--- config.mk ---
export PLATFORM = sky130hd
export DESIGN_NAME = alu_wb_stage_flat
export DESIGN_NICKNAME = d
export VERILOG_FILES = /design/src/rtl/alu_wb_stage_pkg.sv /design/src/rtl/alu_wb_stage_if.sv /design/src/rtl/alu_wb_stage_wb_skid_buf.sv /design/src/rtl/alu_wb_stage.sv /design/src/flat_wrapper.sv
export SDC_FILE = /design/constraint.sdc
export NUM_CORES = 1
export LEC_CHECK = 0
export ABC_AREA = 1
export CAP_MARGIN = 30
export CORE_AREA = 2 2 104 106
export CTS_CLUSTER_DIAMETER = 80
export DETAILED_ROUTE_END_ITERATION = 10
export DIE_AREA = 0 0 106 108
export GPL_ROUTABILITY_DRIVEN = 0
export PLACE_DENSITY = 0.75
export RECOVER_POWER = 25
export SLEW_MARGIN = 20
export SYNTH_ARGS = -nofsm -noshare
export SYNTH_HDL_FRONTEND = slang
export SYNTH_SLANG_ARGS = --single-unit
--- constraint.sdc ---
create_clock -name clk -period 1.69 [get_ports clk]
set_input_delay 0.2535 -clock clk [delete_from_list [all_inputs] [get_ports clk]]
set_output_delay 0.2535 -clock clk [all_outputs]
set_load 0.005 [all_outputs]
--- src/rtl/alu_wb_stage_pkg.sv ---
// Shared types and constants for the ALU writeback stage: opcodes, the
// writeback beat layout and the skid-buffer occupancy states.
package alu_pkg;

   localparam int WB_DATA_W = 32;
   localparam int WB_REG_AW = 5;
   localparam int OP_W      = 5;

   localparam logic [OP_W-1:0] OP_ADD      = 5'h00;
   localparam logic [OP_W-1:0] OP_SUB      = 5'h02;
   localparam logic [OP_W-1:0] OP_AND      = 5'h05;
   localparam logic [OP_W-1:0] OP_OR       = 5'h06;
   localparam logic [OP_W-1:0] OP_XOR      = 5'h07;
   localparam logic [OP_W-1:0] OP_SLL      = 5'h08;
   localparam logic [OP_W-1:0] OP_SRL      = 5'h09;
   localparam logic [OP_W-1:0] OP_SRA      = 5'h0A;
   localparam logic [OP_W-1:0] OP_FLAG_MAX = 5'h0A;

   typedef struct packed {
      logic [WB_DATA_W-1:0] data;
      logic [WB_REG_AW-1:0] addr;
      logic                 we;
   } wb_beat_t;

   typedef enum logic [1:0] {
      SKID_EMPTY = 2'd0,
      SKID_ONE   = 2'd1,
      SKID_TWO   = 2'd2
   } skid_state_e;

   // Only the arithmetic/logic/shift group writes the condition codes.
   function automatic logic op_sets_flags(input logic [OP_W-1:0] op);
      return op <= OP_FLAG_MAX;
   endfunction

endpackage

--- src/rtl/alu_wb_stage_if.sv ---
// Handshake bundle between the ALU (master) and the writeback stage (slave),
// including the downstream register-file port driven by the stage.
interface alu_wb_stage_if #(
   parameter int DATA_W = 32,
   parameter int REG_AW = 5
);
   logic              in_valid;
   logic              in_ready;
   logic [DATA_W-1:0] in_result;
   logic              in_z;
   logic              in_v;
   logic              in_n;
   logic [4:0]        in_opcode;
   logic [REG_AW-1:0] in_rd;
   logic              in_wr_en;

   logic              wb_valid;
   logic              wb_ready;
   logic [DATA_W-1:0] wb_data;
   logic [REG_AW-1:0] wb_addr;
   logic              wb_we;

   modport master (
      output in_valid, in_result, in_z, in_v, in_n, in_opcode, in_rd, in_wr_en,
      output wb_ready,
      input  in_ready, wb_valid, wb_data, wb_addr, wb_we
   );

   modport slave (
      input  in_valid, in_result, in_z, in_v, in_n, in_opcode, in_rd, in_wr_en,
      input  wb_ready,
      output in_ready, wb_valid, wb_data, wb_addr, wb_we
   );
endinterface

--- src/rtl/alu_wb_stage_wb_skid_buf.sv ---
// Two-entry FIFO-ordered skid buffer; entry 0 is always the head presented
// downstream, and ready is registered so it never depends on the pop side.
module wb_skid_buf
   import alu_pkg::*;
#(
   parameter int W = $bits(wb_beat_t)
) (
   input  logic         clk,
   input  logic         rst,
   input  logic         flush,
   input  logic         push,
   input  logic [W-1:0] push_data,
   input  logic         pop,
   output logic         out_valid,
   output logic [W-1:0] out_data,
   output logic         ready
);

   skid_state_e  state_q, state_d;
   logic [W-1:0] ent0_q, ent0_d;
   logic [W-1:0] ent1_q, ent1_d;
   logic         ready_q, ready_d;

   always_ff @(posedge clk) begin
      if (rst) begin
         state_q <= SKID_EMPTY;
         ent0_q  <= '0;
         ent1_q  <= '0;
         ready_q <= 1'b0;
      end else begin
         state_q <= state_d;
         ent0_q  <= ent0_d;
         ent1_q  <= ent1_d;
         ready_q <= ready_d;
      end
   end

   always_comb begin
      state_d = state_q;
      ent0_d  = ent0_q;
      ent1_d  = ent1_q;
      unique case (state_q)
         SKID_EMPTY: begin
            if (push) begin
               ent0_d  = push_data;
               state_d = SKID_ONE;
            end
         end
         SKID_ONE: begin
            if (push && pop) begin
               ent0_d = push_data;
            end else if (push) begin
               ent1_d  = push_data;
               state_d = SKID_TWO;
            end else if (pop) begin
               state_d = SKID_EMPTY;
            end
         end
         SKID_TWO: begin
            // ready is low here, so only the drain side can move
            if (pop) begin
               ent0_d  = ent1_q;
               state_d = SKID_ONE;
            end
         end
         default: state_d = SKID_EMPTY;
      endcase
      if (flush) state_d = SKID_EMPTY;
      ready_d = (state_d != SKID_TWO);
   end

   assign out_valid = (state_q != SKID_EMPTY);
   assign out_data  = ent0_q;
   assign ready     = ready_q;

endmodule

--- src/rtl/alu_wb_stage.sv ---
// Execute->writeback stage: buffers ALU beats toward the register file,
// commits condition codes at accept time and counts retired beats.
module alu_wb_stage
   import alu_pkg::*;
#(
   parameter int DATA_W = WB_DATA_W,
   parameter int REG_AW = WB_REG_AW,
   parameter int CNT_W  = 16
) (
   input  logic             clk,
   input  logic             rst,
   input  logic             flush,
   alu_wb_stage_if.slave    bus,
   output logic             ccr_z,
   output logic             ccr_v,
   output logic             ccr_n,
   output logic             ccr_upd,
   output logic [CNT_W-1:0] retire_cnt
);

   localparam int BEAT_W = DATA_W + REG_AW + 1;

   logic [BEAT_W-1:0] beat_in;
   logic [BEAT_W-1:0] beat_out;
   logic              skid_ready;
   logic              skid_valid;
   logic              accept;
   logic              drain;
   logic              we_in;

   logic [2:0]        ccr_q, ccr_d;
   logic              ccr_upd_q, ccr_upd_d;
   logic [CNT_W-1:0]  retire_cnt_q, retire_cnt_d;

   // A flushed beat is dropped entirely: not buffered, no flag update.
   assign accept  = bus.in_valid & skid_ready & ~flush;
   assign drain   = skid_valid & bus.wb_ready;
   assign we_in   = bus.in_wr_en & (bus.in_rd != '0);
   assign beat_in = {bus.in_result, bus.in_rd, we_in};

   wb_skid_buf #(
      .W (BEAT_W)
   ) u_skid (
      .clk       (clk),
      .rst       (rst),
      .flush     (flush),
      .push      (accept),
      .push_data (beat_in),
      .pop       (drain),
      .out_valid (skid_valid),
      .out_data  (beat_out),
      .ready     (skid_ready)
   );

   assign bus.in_ready = skid_ready;
   assign bus.wb_valid = skid_valid;
   assign bus.wb_data  = beat_out[BEAT_W-1 -: DATA_W];
   assign bus.wb_addr  = beat_out[REG_AW:1];
   assign bus.wb_we    = beat_out[0];

   always_ff @(posedge clk) begin
      if (rst) begin
         ccr_q        <= '0;
         ccr_upd_q    <= 1'b0;
         retire_cnt_q <= '0;
      end else begin
         ccr_q        <= ccr_d;
         ccr_upd_q    <= ccr_upd_d;
         retire_cnt_q <= retire_cnt_d;
      end
   end

   // Flags commit at accept so the following instruction sees them even
   // while this beat is still stalled in the buffer.
   always_comb begin
      ccr_d        = ccr_q;
      ccr_upd_d    = 1'b0;
      retire_cnt_d = retire_cnt_q + CNT_W'(drain);
      if (accept && op_sets_flags(bus.in_opcode)) begin
         ccr_d     = {bus.in_z, bus.in_v, bus.in_n};
         ccr_upd_d = 1'b1;
      end
   end

   assign ccr_z      = ccr_q[2];
   assign ccr_v      = ccr_q[1];
   assign ccr_n      = ccr_q[0];
   assign ccr_upd    = ccr_upd_q;
   assign retire_cnt = retire_cnt_q;

endmodule

--- src/flat_wrapper.sv ---
// flat-port wrapper written by rule: the top's interface ports become plain ports
module alu_wb_stage_flat import alu_pkg::*;
#(
   parameter int DATA_W = WB_DATA_W,
   parameter int REG_AW = WB_REG_AW,
   parameter int CNT_W  = 16
)
  (clk, rst, flush, ccr_z, ccr_v, ccr_n, ccr_upd, retire_cnt, bus_in_valid, bus_in_result, bus_in_z, bus_in_v, bus_in_n, bus_in_opcode, bus_in_rd, bus_in_wr_en, bus_wb_ready, bus_in_ready, bus_wb_valid, bus_wb_data, bus_wb_addr, bus_wb_we);
  alu_wb_stage_if #(.DATA_W(DATA_W), .REG_AW(REG_AW)) bus_i ();
  input  logic clk;
  input  logic rst;
  input  logic flush;
  output logic ccr_z;
  output logic ccr_v;
  output logic ccr_n;
  output logic ccr_upd;
  output logic [CNT_W-1:0] retire_cnt;
  input wire logic [$bits(bus_i.in_valid)-1:0] bus_in_valid;
  input wire logic [$bits(bus_i.in_result)-1:0] bus_in_result;
  input wire logic [$bits(bus_i.in_z)-1:0] bus_in_z;
  input wire logic [$bits(bus_i.in_v)-1:0] bus_in_v;
  input wire logic [$bits(bus_i.in_n)-1:0] bus_in_n;
  input wire logic [$bits(bus_i.in_opcode)-1:0] bus_in_opcode;
  input wire logic [$bits(bus_i.in_rd)-1:0] bus_in_rd;
  input wire logic [$bits(bus_i.in_wr_en)-1:0] bus_in_wr_en;
  input wire logic [$bits(bus_i.wb_ready)-1:0] bus_wb_ready;
  output wire logic [$bits(bus_i.in_ready)-1:0] bus_in_ready;
  output wire logic [$bits(bus_i.wb_valid)-1:0] bus_wb_valid;
  output wire logic [$bits(bus_i.wb_data)-1:0] bus_wb_data;
  output wire logic [$bits(bus_i.wb_addr)-1:0] bus_wb_addr;
  output wire logic [$bits(bus_i.wb_we)-1:0] bus_wb_we;
  assign bus_i.in_valid = bus_in_valid;
  assign bus_i.in_result = bus_in_result;
  assign bus_i.in_z = bus_in_z;
  assign bus_i.in_v = bus_in_v;
  assign bus_i.in_n = bus_in_n;
  assign bus_i.in_opcode = bus_in_opcode;
  assign bus_i.in_rd = bus_in_rd;
  assign bus_i.in_wr_en = bus_in_wr_en;
  assign bus_i.wb_ready = bus_wb_ready;
  assign bus_in_ready = bus_i.in_ready;
  assign bus_wb_valid = bus_i.wb_valid;
  assign bus_wb_data = bus_i.wb_data;
  assign bus_wb_addr = bus_i.wb_addr;
  assign bus_wb_we = bus_i.wb_we;
  alu_wb_stage #(.DATA_W(DATA_W), .REG_AW(REG_AW), .CNT_W(CNT_W)) u_core (.clk(clk), .rst(rst), .flush(flush), .bus(bus_i), .ccr_z(ccr_z), .ccr_v(ccr_v), .ccr_n(ccr_n), .ccr_upd(ccr_upd), .retire_cnt(retire_cnt));
endmodule
==> results.py <==
metrics = {
    "outcome": {
        "outcome": "completed",
    },
    "sta": {
        "skew_ns": 0.01182,
        "worst_pin_slew_ns": 0.4479,
        "max_freq_mhz": 628.6,
        "finalCritPeriodShare_pct": 94.13,
        "worst_slew_margin_rel_pct": 69.82,
        "finalSetupViolCount": 0,
        "finalMaxSlewViolations": 0,
        "finalHoldViolCount": 0,
        "rsz0062_at_grt": "no",
        "setup_tns_ns": 0,
        "min_period_ns": 1.591,
    },
    "layout": {
        "post-route-util_pct": 58.66,
        "area_growth_pct": 32.33,
        "final_cells": 900,
        "diodes": 0,
        "final_nets": 812,
        "drive_gt1_share_pct": 6.021,
    },
    "worst_setup_path": {
        "cp-start-kind": "flip-flop",
        "worstPathCellList": "inv_2, buf_6, nand2_2, dlygate4sd2_1",
        "worstSetupPathType": "flip-flop to output pin",
        "reg2reg_slack_ns": 0.1,
        "critPathArrivalTime_ns": 1.34,
        "cp_top_family": "buffers and inverters",
        "cp.required_ns": 1.44,
        "worstReg2RegEnd": "u_core.retire_cnt[8]",
        "max_stage_delay_ns": 0.33,
        "critPathBufInv": 3,
        "worstRegToRegCells": 10,
        "path_max_fanout": 21,
        "slowest_stage": "dfxtp_2",
        "worstReg2RegStart": "u_core.u_skid.state_q[0]",
        "crit_path_end_kind": "output pin",
    },
    "logic_synthesis": {
        "ys_warn_count": 0,
        "syn_area_um2": 4536,
        "syn_inst": 664,
        "async_flop_share_pct": 0,
        "synth-seq-area-share_pct": 43.70,
        "syn_avg_cell_area_um2": 6.831,
        "synth-edff-count": 0,
        "ys_ff_latch": 99,
        "synth.most_common_cell": "nand2_1",
        "synth.largest_area_cell": "dfxtp_1",
        "synth_area_leaders": "dfxtp_1 44%, nand2_1 13%, nor2_1 12%, nand3b_1 6.3%, a21oi_1 5.8%",
        "ys_types": 20,
        "synth_nets": 717,
        "synthFlopType": "dfxtp_1",
        "synth_top_area_share_pct": 43.70,
        "synthTopCellsByCount": "153 x nand2_1, 145 x nor2_1, 99 x dfxtp_1, 53 x a21oi_1, 48 x nand3_1",
    },
    "worst_hold_path": {
        "hp-class": "flip-flop to flip-flop",
        "hold_path_startpoint": "u_core.ccr_q[0]",
        "hold_path_end": "u_core.ccr_q[0]",
        "min_path_cells": 2,
    },
    "route": {
        "finalWirelength_um": 11670,
        "ant_nets": 0,
        "drt-initial-drc-count": 169,
        "drc": 0,
        "first_pass_iters": 4,
        "wl_per_cell_um": 12.97,
        "vias_per_cell": 5.030,
        "dr_total_vias": 4527,
    },
    "floorplan": {
        "dieArea_um2": 11450,
        "core_area_um2": 10230,
        "rows": 37,
        "start_util_pct": 44.33,
        "die_x_um": 106,
        "die_h_um": 108,
        "ios": 111,
    },
    "global_routing": {
        "grt_use_total_pct": 20.83,
        "grt_max_degree": 46,
        "grt_pass1_wl_um": 19800,
        "globalRouteOverflowTotal": 0,
        "grt_pass1_vias": 4334,
        "antenna_found_initial": 0,
    },
    "clock_tree": {
        "clk_latency_ns": 0.36,
        "cts_tree": "yes",
        "cts_buffers": 9,
        "htree_levels": 3,
        "path_clk_slew_ns": 0.10,
        "clockBufferDepth": 2,
        "cts-root-buf": "clkbuf_8",
        "cts_hold_buffers": 0,
        "cts.sinks": 99,
    },
    "pwr": {
        "power_density_nw_per_um2": 728.7,
        "vdd_drop_max_v": 0.0005154,
        "leakagePower_nw": 2.510,
    },
    "placed_design": {
        "place_inst": 883,
        "dp_hpwl_um": 7895,
        "io_buffers": 110,
    },
    "job": {
        "cap_violations": 0,
    },
}
## stage by stage
| step | area, µm² | hold slack (ns) | power, mW | setup WS, ns |
|---|---|---|---|---|
| 2_1_floorplan | 4544 | 0.3226 | 2.690 | 0.02006 |
| 3_3_place_gp | 5808 | 0.4500 | 2.982 | -0.2271 |
| 3_5_place_dp | 5808 | 0.4617 | 2.990 | -0.2652 |
| 4_1_cts | 5997 | 0.4581 | 4.431 | 0.07684 |
| 5_1_grt | 6002 | 0.4882 | 4.576 | 0.006084 |
| 6_report | 6002 | 0.4687 | 4.373 | 0.09920 |
## cell families after synthesis
kind of cell,synth area share [%]
AND/OR/NAND/NOR,37.49
adder cells (fa/ha/maj),0.5516
buffers and inverters,7.255
XOR/XNOR,0.1931
flip-flops,43.70
AO/OA/AOI/OAI,10.81
## what timing repair did
item                       in CTS  in global routing
setup endpoints to repair       1                  4
cloned                          0                  0
buffers inserted                0                  1
gates resized for setup         2                  4
pin swaps                       0                  1
## metal layers
| metal | GRT usage (%) | wire length [µm] | vias to the layer above |
|---|---|---|---|
| met5 | 0 | 0 | - |
| met4 | 7.519 | 221 | 0 |
| met3 | 2.954 | 479 | 17 |
| met2 | 36.13 | 5625 | 118 |
| met1 | 26.57 | 5345 | 2067 |
| li1 | - | - | 2325 |
## how the worst max path moves through the flow
stage,end,slack [ns],startpoint,cells past startpoint
2_1_floorplan,u_core.retire_cnt[10],0.02,u_core.u_skid.state_q[0],10
3_3_place_gp,u_core.retire_cnt[10],-0.23,bus_wb_ready,10
3_5_place_dp,u_core.retire_cnt[10],-0.27,bus_wb_ready,10
4_1_cts,u_core.retire_cnt[10],0.08,u_core.u_skid.state_q[1],9
5_1_grt,u_core.retire_cnt[6],0.006,u_core.u_skid.state_q[0],10
6_report,bus_wb_valid,0.1,u_core.u_skid.state_q[0],4
## layout make-up
class	instances	area [µm²]
fillers	948	4229
multi-input cells	494	2232
flip-flops and latches	99	1984
repair buffers	129	1331
well taps	136	170.2
clock buffers	10	137.6
inverters	26	97.59
clock inverters	6	48.80
## tightest hold or removal path, delay by kind of cell (launching register included)
| family | cells | cell delay [ns] |
|---|---|---|
| flip-flops | 1 | 0.32 |
| AND/OR/NAND/NOR | 1 | 0.06 |
| AO/OA/AOI/OAI | 1 | 0.05 |
## power breakdown
| group | internal [mW] | switching [mW] | total (mW) | leakage (nW) |
|---|---|---|---|---|
| combinational | 0.299 | 0.219 | 0.518 | 1.62 |
| sequential | 2.39 | 0.0298 | 2.42 | 0.804 |
| clock | 0.592 | 0.847 | 1.44 | 0.0908 |
## registers in the layout, summed over array words and instances (netlist names)
name                    cells
u_core.u_skid.ent1_q       38
u_core.u_skid.out_data     38
u_core.retire_cnt          16
u_core.ccr_q                3
u_core.u_skid.state_q       2
u_core.ccr_upd              1
u_core.u_skid.ready         1
## placed cells by master, fill, tap and decap left out
cell / count
a21oi_1: 53
and2_1: 1
buf_12: 7
buf_4: 10
buf_6: 1
clkbuf_2: 1
clkbuf_8: 10
clkdlybuf4s50_1: 108
clkinv_2: 1
clkinv_4: 1
clkinvlp_4: 2
dfxtp_1: 97
dfxtp_2: 2
dlygate4sd2_1: 1
dlygate4sd3_1: 1
ha_1: 2
inv_1: 22
inv_2: 4
inv_6: 1
inv_8: 1
nand2_1: 152
nand2_2: 3
nand3_1: 48
nand3b_1: 38
nand4_1: 4
nor2_1: 145
nor2_4: 1
o21ai_0: 44
o21ai_1: 1
or2_2: 1
xnor2_1: 1
Note: power is estimated with default switching activity, not from simulation.
